--- config.mk ---
export PLATFORM = sky130hd
export DESIGN_NAME = uart_tx_fifo
export DESIGN_NICKNAME = d
export VERILOG_FILES = /design/src/rtl/uart_tx_fifo.sv
export SDC_FILE = /design/constraint.sdc
export NUM_CORES = 1
export LEC_CHECK = 0
export CORE_MARGIN = 2
export CORE_UTILIZATION = 60
export DETAILED_ROUTE_END_ITERATION = 16
export HOLD_SLACK_MARGIN = 0.02
export PLACE_DENSITY = 0.78
export SETUP_SLACK_MARGIN = 0.1
export SYNTH_ARGS = -nofsm -noshare
export SYNTH_HDL_FRONTEND = slang
export SYNTH_SLANG_ARGS = --single-unit
export TNS_END_PERCENT = 100
--- constraint.sdc ---
create_clock -name i_clock -period 4.5 [get_ports i_clock]
set_clock_uncertainty 0.2 [all_clocks]
set_input_delay 1.125 -clock i_clock [delete_from_list [all_inputs] [get_ports i_clock]]
set_output_delay 1.125 -clock i_clock [all_outputs]
set_load 0.02 [all_outputs]
--- src/rtl/uart_tx_fifo.sv ---
// UART transmitter fed by a word FIFO; each entry carries its own length/parity/stop format.
// Start bit appears two edges after a send into an idle block; sends into a full FIFO are dropped and flagged.
module uart_tx_fifo #(
    parameter int CLKS_PER_BIT = 16,
    parameter int DATA_WIDTH   = 8,
    parameter int FIFO_DEPTH   = 4
) (
    input  logic                        i_clock,
    input  logic                        i_rst,
    input  logic                        i_send,
    input  logic [DATA_WIDTH-1:0]       i_data_in,
    input  logic [3:0]                  i_data_length,
    input  logic [1:0]                  i_parity_type,
    input  logic                        i_stop_bits,
    output logic                        o_data_out,
    output logic                        o_p_parity_out,
    output logic                        o_tx_active,
    output logic                        o_tx_done,
    output logic                        o_fifo_full,
    output logic                        o_fifo_empty,
    output logic [$clog2(FIFO_DEPTH):0] o_fifo_count,
    output logic                        o_overflow
);
    localparam int AW = $clog2(FIFO_DEPTH);
    localparam int CW = AW + 1;
    localparam int TW = $clog2(CLKS_PER_BIT);
    localparam logic [TW-1:0] TIMER_MAX = TW'(CLKS_PER_BIT - 1);
    localparam logic [3:0]    LEN_MIN   = 4'd5;
    localparam logic [3:0]    LEN_MAX   = 4'(DATA_WIDTH);

    typedef struct packed {
        logic                  stop2;
        logic [1:0]            par;
        logic [3:0]            len;
        logic [DATA_WIDTH-1:0] data;
    } entry_t;

    typedef enum logic [2:0] {S_IDLE, S_START, S_DATA, S_PARITY, S_STOP} state_t;

    entry_t                r_mem [FIFO_DEPTH];
    logic [AW-1:0]         r_wr_ptr;
    logic [AW-1:0]         r_rd_ptr;
    logic [CW-1:0]         r_count;
    logic                  r_overflow;

    state_t                r_state;
    logic [TW-1:0]         r_timer;
    logic [3:0]            r_bit_cnt;
    logic [3:0]            r_len;
    logic [DATA_WIDTH-1:0] r_shift;
    logic                  r_par_en;
    logic                  r_two_stop;
    logic                  r_stop_cnt;
    logic                  r_data_out;
    logic                  r_p_parity_out;
    logic                  r_tx_active;
    logic                  r_tx_done;

    entry_t                w_wr_entry;
    entry_t                w_rd_entry;
    logic [3:0]            w_len;
    logic                  w_full;
    logic                  w_empty;
    logic                  w_push;
    logic                  w_pop;
    logic                  w_bit_end;
    logic                  w_last_stop;
    logic                  w_line;
    logic [DATA_WIDTH-1:0] w_mask;
    logic                  w_par_en;
    logic                  w_par_bit;

    always_comb begin
        w_len = i_data_length;
        if (i_data_length < LEN_MIN) begin
            w_len = LEN_MIN;
        end else if (i_data_length > LEN_MAX) begin
            w_len = LEN_MAX;
        end
    end

    assign w_wr_entry  = '{stop2: i_stop_bits, par: i_parity_type, len: w_len, data: i_data_in};
    assign w_rd_entry  = r_mem[r_rd_ptr];
    assign w_full      = (r_count == CW'(FIFO_DEPTH));
    assign w_empty     = (r_count == '0);
    assign w_bit_end   = (r_timer == TIMER_MAX);
    assign w_last_stop = (r_state == S_STOP) && w_bit_end && (r_stop_cnt == r_two_stop);
    // Popping on the final stop cycle lets the next start bit follow with no idle gap.
    assign w_pop       = !w_empty && ((r_state == S_IDLE) || w_last_stop);
    assign w_push      = i_send && (!w_full || w_pop);

    always_comb begin
        w_mask = '0;
        for (int i = 0; i < DATA_WIDTH; i++) begin
            w_mask[i] = (4'(i) < w_rd_entry.len);
        end
        w_par_en  = (w_rd_entry.par == 2'b01) || (w_rd_entry.par == 2'b10);
        w_par_bit = (^(w_rd_entry.data & w_mask)) ^ (w_rd_entry.par == 2'b01);
    end

    always_comb begin
        w_line = 1'b1;
        case (r_state)
            S_START:  w_line = 1'b0;
            S_DATA:   w_line = r_shift[0];
            S_PARITY: w_line = r_p_parity_out;
            default:  w_line = 1'b1;
        endcase
    end

    always_ff @(posedge i_clock) begin
        if (w_push) begin
            r_mem[r_wr_ptr] <= w_wr_entry;
        end
    end

    always_ff @(posedge i_clock or negedge i_rst) begin
        if (!i_rst) begin
            r_wr_ptr   <= '0;
            r_rd_ptr   <= '0;
            r_count    <= '0;
            r_overflow <= 1'b0;
        end else begin
            if (w_push) begin
                r_wr_ptr <= r_wr_ptr + 1'b1;
            end
            if (w_pop) begin
                r_rd_ptr <= r_rd_ptr + 1'b1;
            end
            case ({w_push, w_pop})
                2'b10:   r_count <= r_count + 1'b1;
                2'b01:   r_count <= r_count - 1'b1;
                default: ;
            endcase
            r_overflow <= i_send && !w_push;
        end
    end

    // Line outputs are registered from the current state, so they trail the FSM by one cycle.
    always_ff @(posedge i_clock or negedge i_rst) begin
        if (!i_rst) begin
            r_state        <= S_IDLE;
            r_timer        <= '0;
            r_bit_cnt      <= '0;
            r_len          <= LEN_MIN;
            r_shift        <= '0;
            r_par_en       <= 1'b0;
            r_two_stop     <= 1'b0;
            r_stop_cnt     <= 1'b0;
            r_data_out     <= 1'b1;
            r_p_parity_out <= 1'b0;
            r_tx_active    <= 1'b0;
            r_tx_done      <= 1'b0;
        end else begin
            r_data_out  <= w_line;
            r_tx_active <= (r_state != S_IDLE);
            r_tx_done   <= w_last_stop;
            r_timer     <= ((r_state == S_IDLE) || w_bit_end) ? '0 : r_timer + 1'b1;
            if (w_pop) begin
                r_state        <= S_START;
                r_shift        <= w_rd_entry.data;
                r_len          <= w_rd_entry.len;
                r_par_en       <= w_par_en;
                r_two_stop     <= w_rd_entry.stop2;
                r_p_parity_out <= w_par_en & w_par_bit;
                r_bit_cnt      <= '0;
                r_stop_cnt     <= 1'b0;
            end else if (w_bit_end) begin
                case (r_state)
                    S_START: r_state <= S_DATA;
                    S_DATA: begin
                        r_shift <= r_shift >> 1;
                        if (r_bit_cnt == r_len - 4'd1) begin
                            r_bit_cnt <= '0;
                            r_state   <= r_par_en ? S_PARITY : S_STOP;
                        end else begin
                            r_bit_cnt <= r_bit_cnt + 4'd1;
                        end
                    end
                    S_PARITY: r_state <= S_STOP;
                    S_STOP: begin
                        if (r_stop_cnt == r_two_stop) begin
                            r_state <= S_IDLE;
                        end else begin
                            r_stop_cnt <= 1'b1;
                        end
                    end
                    default: r_state <= S_IDLE;
                endcase
            end
        end
    end

    assign o_data_out     = r_data_out;
    assign o_p_parity_out = r_p_parity_out;
    assign o_tx_active    = r_tx_active;
    assign o_tx_done      = r_tx_done;
    assign o_fifo_full    = w_full;
    assign o_fifo_empty   = w_empty;
    assign o_fifo_count   = r_count;
    assign o_overflow     = r_overflow;

endmodule

Word level (Yosys, flattened, before mapping). Memory sizes are Yosys's and may differ from the RTL's. Index checks and enable logic that the tools add are counted.

Bits in registers: 38. Memory bits (writable): 60. Input bits: 18. Output and inout port bits: 10. Word-level logic and storage cells: 99. Memories kept: 1.

Add/sub/neg operators: 7. Order comparisons: 10. Eq/ne operators: 15. Mux-type cells: 24. Bitwise gates (word level): 3. Reductions and logical operators: 23.

Memories: r_mem (depth 4, bits a word 15, read ports 1, clocked after memory_dff 0, write ports 1, RTL line 40) `entry_t r_mem [FIFO_DEPTH];`.

Operator list (count): $mux W4 (7); $mux W8 (3); $lt A3 B4 Y1 const A (4); $mux W3 (5); $pmux W3 S4 (1); $add A4 B1 Y4 const B (2); $and A8 B8 Y8 (1); $lt A1 B4 Y1 const A (2); $lt A2 B4 Y1 const A (2); $reduce_bool A2 Y1 (4); $reduce_xor A8 Y1 (1); $eq A3 B2 Y1 const B (2); $eq A3 B3 Y1 const B (2); $logic_not A3 Y1 (2); $mux W1 (6); $pmux W3 S2 (1); $reduce_and A3 Y1 (2); $logic_and A1 B1 Y1 (5); $add A2 B1 Y2 const B (2); $eq A2 B1 Y1 const B (2); $eq A2 B2 Y1 const B (2); $eq A4 B4 Y1 (1); $eq A4 B4 Y1 const B (1); $gt A4 B4 Y1 const B (1); 16 further kinds (21).

Logic depth before layout (Yosys ltp).
Depth after elaboration: 9. Mapped depth: 11. Depth with buffers taken out: 10.

Worst setup path after synthesis. No wires, ideal clock.

Path kind: flip-flop to flip-flop. Start point: register r_rd_ptr[0]. End point: register r_p_parity_out (netlist: o_p_parity_out). Setup time: 0.122 ns. Arrival: 2.250 ns. Required time: 4.178 ns. Slack: 1.929 ns. Stages on the path, launching flop included: 9. Buffers on the path: 2. Clock period less this slack: 2.571 ns. Cells stage by stage: dfrtp_1 buf_6 buf_6 mux4_2 a2111oi_4 nor2_1 a31o_1 a21o_1 a32o_1.

Word-level cells in the longest chain between the ends: 6. Elaborated cells between the ends (all ways): 16. Classes of those cells: order compare: 8; eq/ne: 2; bitwise: 3; reduce/logical: 2; memory: 1.

RTL lines: start: declaration (RTL line 42) `logic [AW-1:0] r_rd_ptr;`; start signal: assignment (RTL line 128) `r_rd_ptr <= r_rd_ptr + 1'b1;`; $mem_v2 Z4 W15 *; $lt A1 B4 Y1, or another cell as far along (RTL line 95) `w_mask[i] = (4'(i) < w_rd_entry.len);`; $and A8 B8 Y8 (RTL line 98) `w_par_bit = (^(w_rd_entry.data & w_mask)) ^ (w_rd_entry.par == 2'b01);`; $reduce_xor A8 Y1 (RTL line 98); $xor A1 B1 Y1 (RTL line 98); $and A1 B1 Y1 * (RTL line 165) `r_p_parity_out <= w_par_en & w_par_bit;`; end signal: assignment (RTL line 165); end: declaration (RTL line 55) `logic r_p_parity_out;`.

Every way passes the cells marked *; elsewhere a longest branch is shown, timed or not. A chain may end at the register's enable or synchronous reset.

Final worst setup path.
Start point: register r_timer[0]. End point: memory r_mem[0][10] (netlist bit), enable pin.

Word-level cells in the longest chain between the ends: 9.

RTL lines: start: declaration (RTL line 47) `logic [TW-1:0] r_timer;`; start signal: assignment (RTL line 158) `r_timer <= ((r_state == S_IDLE) || w_bit_end) ? '0 : r_timer + 1'b1;`; $eq A4 B4 Y1 (RTL line 86) `assign w_bit_end = (r_timer == TIMER_MAX);`; $logic_and A1 B1 Y1 (2 in a row) (RTL line 87) `assign w_last_stop = (r_state == S_STOP) && w_bit_end && (r_stop_cnt == r_two_stop);`; $logic_or A1 B1 Y1 (RTL line 89) `assign w_pop = !w_empty && ((r_state == S_IDLE) || w_last_stop);`; $logic_and A1 B1 Y1 (RTL line 89); $logic_or A1 B1 Y1 (RTL line 90) `assign w_push = i_send && (!w_full || w_pop);`; $logic_and A1 B1 Y1 (RTL line 90); $mux W1 (RTL line 112) `if (w_push) begin`; $mux W1 (not written as such) (RTL line 113) `r_mem[r_wr_ptr] <= w_wr_entry;`; end: declaration (RTL line 40).

No other way between the ends.

==> qor.csv <==
metric;value;unit
power density over cell area;660.0;nW/um2
async set-reset flop share out of synthesis;38.78;%
Final Non-Filler Cells;434;
leakage;0.001829;uW
CTS root buf;clkbuf_8;
gpl congestion;0.8378;
# placed instances;418;
top cells by area, synth;edfxtp_1, dfrtp_1, mux4_2;
most frequent cell after synthesis;edfxtp_1;
routed vias/inst;5.712;
wire per inst;17.11;um
largest net degree at the start of global routing;39;
I/O pin count;28;
Post-Syn Instances;305;
initial core utilization;62.50;%
Fmax;319.5;MHz
row count;30;
max-slew violation count;0;
TritonCTS Buffers;9;
ant diodes;0;
Distinct cells, synth;52;
Mapped Avg Cell Area;14.07;um2
Pre-antenna DRT Iters;5;
crit end category;register;
Arrival @ worst endpoint;2.92;ns
clock latency on the worst-skew pair;0.37;ns
Max VDD drop;0.0003093;V
TritonCTS Sinks;98;
CP Launch Type;register;
sequential-to-total area share from yosys stat;64.21;%
Die Span Y;88.59;um
CTS Hold Bufs;0;
DR iter-0 viols;154;
Least-Margin Pin Slew;0.9560;ns
Synth Cell Area;4293;um2
grt ovf;0;
outcome;complete, no violations;
count of final setup violators;0;
Hold Path Class;register to register;
Die W;88.59;um
endpoints failing hold;0;
first-pass GRT wire length;12.07;mm
Post-synth top flop;edfxtp_1;
pre-CTS WS;1.078;ns
Reg clk slew, reported paths;0.10;ns
post-CTS setup repair buffer count;0;
fin crit period;3.130;ns
DRC;0;
share of Yosys cell area claimed by the top area cell type;41.97;%
Post-synth EDFFs;60;
detailed placement HPWL;4.970;mm
FF+latch count, synth;98;
CTS Buffer Depth;2;
syn_nets;332;
final net count;360;
# H-tree levels;3;
Syn. warnings;0;
layout cells sized above 1;11.54;%
Max-Cap Viols;0;
largest fanout on the critical path;15;
WS Path Type;register to register;
area grow syn2layout;12.77;%
TritonCTS clock tree;built;
setup slack after layout;1.370;ns
final period utilization;69.55;%
Die ar.;7847;um2
Synth top cells by count;edfxtp_1, nand2_1, dfrtp_1, nor2_1;
Port Buffer Count;27;
setup_tns;0;ns
Final ANT Viol Nets;0;
vias in the first global route;2449;
total power;3195;uW
Fillers;481;
WP data required;4.29;ns
Worst slew margin;35.78;%
antenna violations before repair;0;
Total Routed Length;7.425;mm
cell taking the most area after synthesis;edfxtp_1;
RSZ-0062 raised after global routing;no;
Via Count;2479;
GRT Resource Usage Total;21.28;%
core area;6869;um2
hold slack;0.2678;ns
CTS resizes;0;
-- cell families (layout without fill, tap and decap cells) --
family,after synthesis,count (layout),synth area share (%)
xor gates and xnor gates,17,17,3.789
muxes,18,18,8.861
AOI/OAI and AO/OA,40,40,6.966
DFF,98,98,64.21
buffers and inverters,25,58,2.565
adders and majority gates,10,10,3.031
and+or+nand+nor,97,97,10.58
-- metrics by stage --
step                      instance area, um2  utilization [%]
after floorplan                         4293                -
after global placement                  4639            67.54
after detailed placement                4639            67.54
after CTS                               4841            70.47
after global routing                    4841            70.47
final                                   4841            70.47
-- path summary, 6_finish.rpt --
| kind | startpoint | endpoint | slack (ns) | cells past startpoint |
|---|---|---|---|---|
| max reg2reg | r_timer[0] | r_mem[0][10] | 1.37 | 6 |
| min | r_timer[0] | r_timer[0] | 0.27 | 1 |
| min in group asynchronous | i_rst | r_bit_cnt[3] | 0.64 | 1 |
| max in group asynchronous | i_rst | r_state[0] | 2.93 | 1 |
| max | r_timer[0] | r_mem[0][10] | 1.37 | 6 |
| min reg2reg | r_timer[0] | r_timer[0] | 0.27 | 1 |
-- critical path: stages, from the launching register on --
cell	delay, ns
dfrtp_1	0.39
ha_1	0.21
nand3_1	0.24
o21ai_0	0.35
a21boi_0	0.16
nor2b_1	0.49
and2_1	0.72
-- layer usage --
layer  track usage [%]  vias to the layer above  wire, um
met5                 0                        -         0
met4             7.851                        0       122
met3             4.757                       11       274
met2             35.41                       66      3692
met1             27.80                     1220      3336
li1                  -                     1182         -
-- where the power goes --
group          leakage, uW  internal (uW)  switching, uW
logic             0.000726            584            613
registers          0.00101           1230            194
clock network    0.0000954            265            312
total              0.00183           2080           1120
-- flip-flops by register name (all words and copies together) (netlist names) --
signal and cells:
r_wr_ptr 2, r_timer 4, r_shift 8, r_bit_cnt 4, r_mem 60, r_stop_cnt 1, r_state 3, o_tx_active 1
o_fifo_count 3, r_par_en 1, o_tx_done 1, r_len 4, r_rd_ptr 2, r_two_stop 1, o_data_out 1, o_p_parity_out 1
o_overflow 1
-- cells in the final DEF (no fill, tap or decap), types with 2 or more instances in the layout --
cell type        netlist  final
mux4_1                 3      3
inv_6                  0      2
nand4_1                2      2
a21oi_1                6      6
nand2b_1               3      3
nor2_1                23     23
nand2_1               36     36
and3_1                 3      3
mux4_2                12     12
nor3_1                 6      6
buf_4                  0      4
edfxtp_1              60     60
clkdlybuf4s50_1        0     26
dfstp_2                3      3
or3_1                  3      3
a21o_1                 3      3
xor2_1                 4      4
and2_1                 6      6
a31oi_1                8      8
dfrtp_1               35     35
a2bb2oi_1              2      2
o21ai_0                7      7
nor2b_1                3      3
ha_1                   8      8
xnor2_1               12     12
clkbuf_8               0      9
mux2i_1                2      2
clkinvlp_4             0      2
nand3_1                6      6
inv_1                 11     11
-- layout make-up --
cell class	instances	area, um2	area share, %
tap	96	120.1	2.481
multi-input combinational	182	1426	29.47
clock buffer	10	127.6	2.636
timing repair buffer	31	295.3	6.100
clock inverter	6	73.82	1.525
sequential	98	2756	56.94
inverter	11	41.29	0.8529
(Power assumes the default switching activity.)
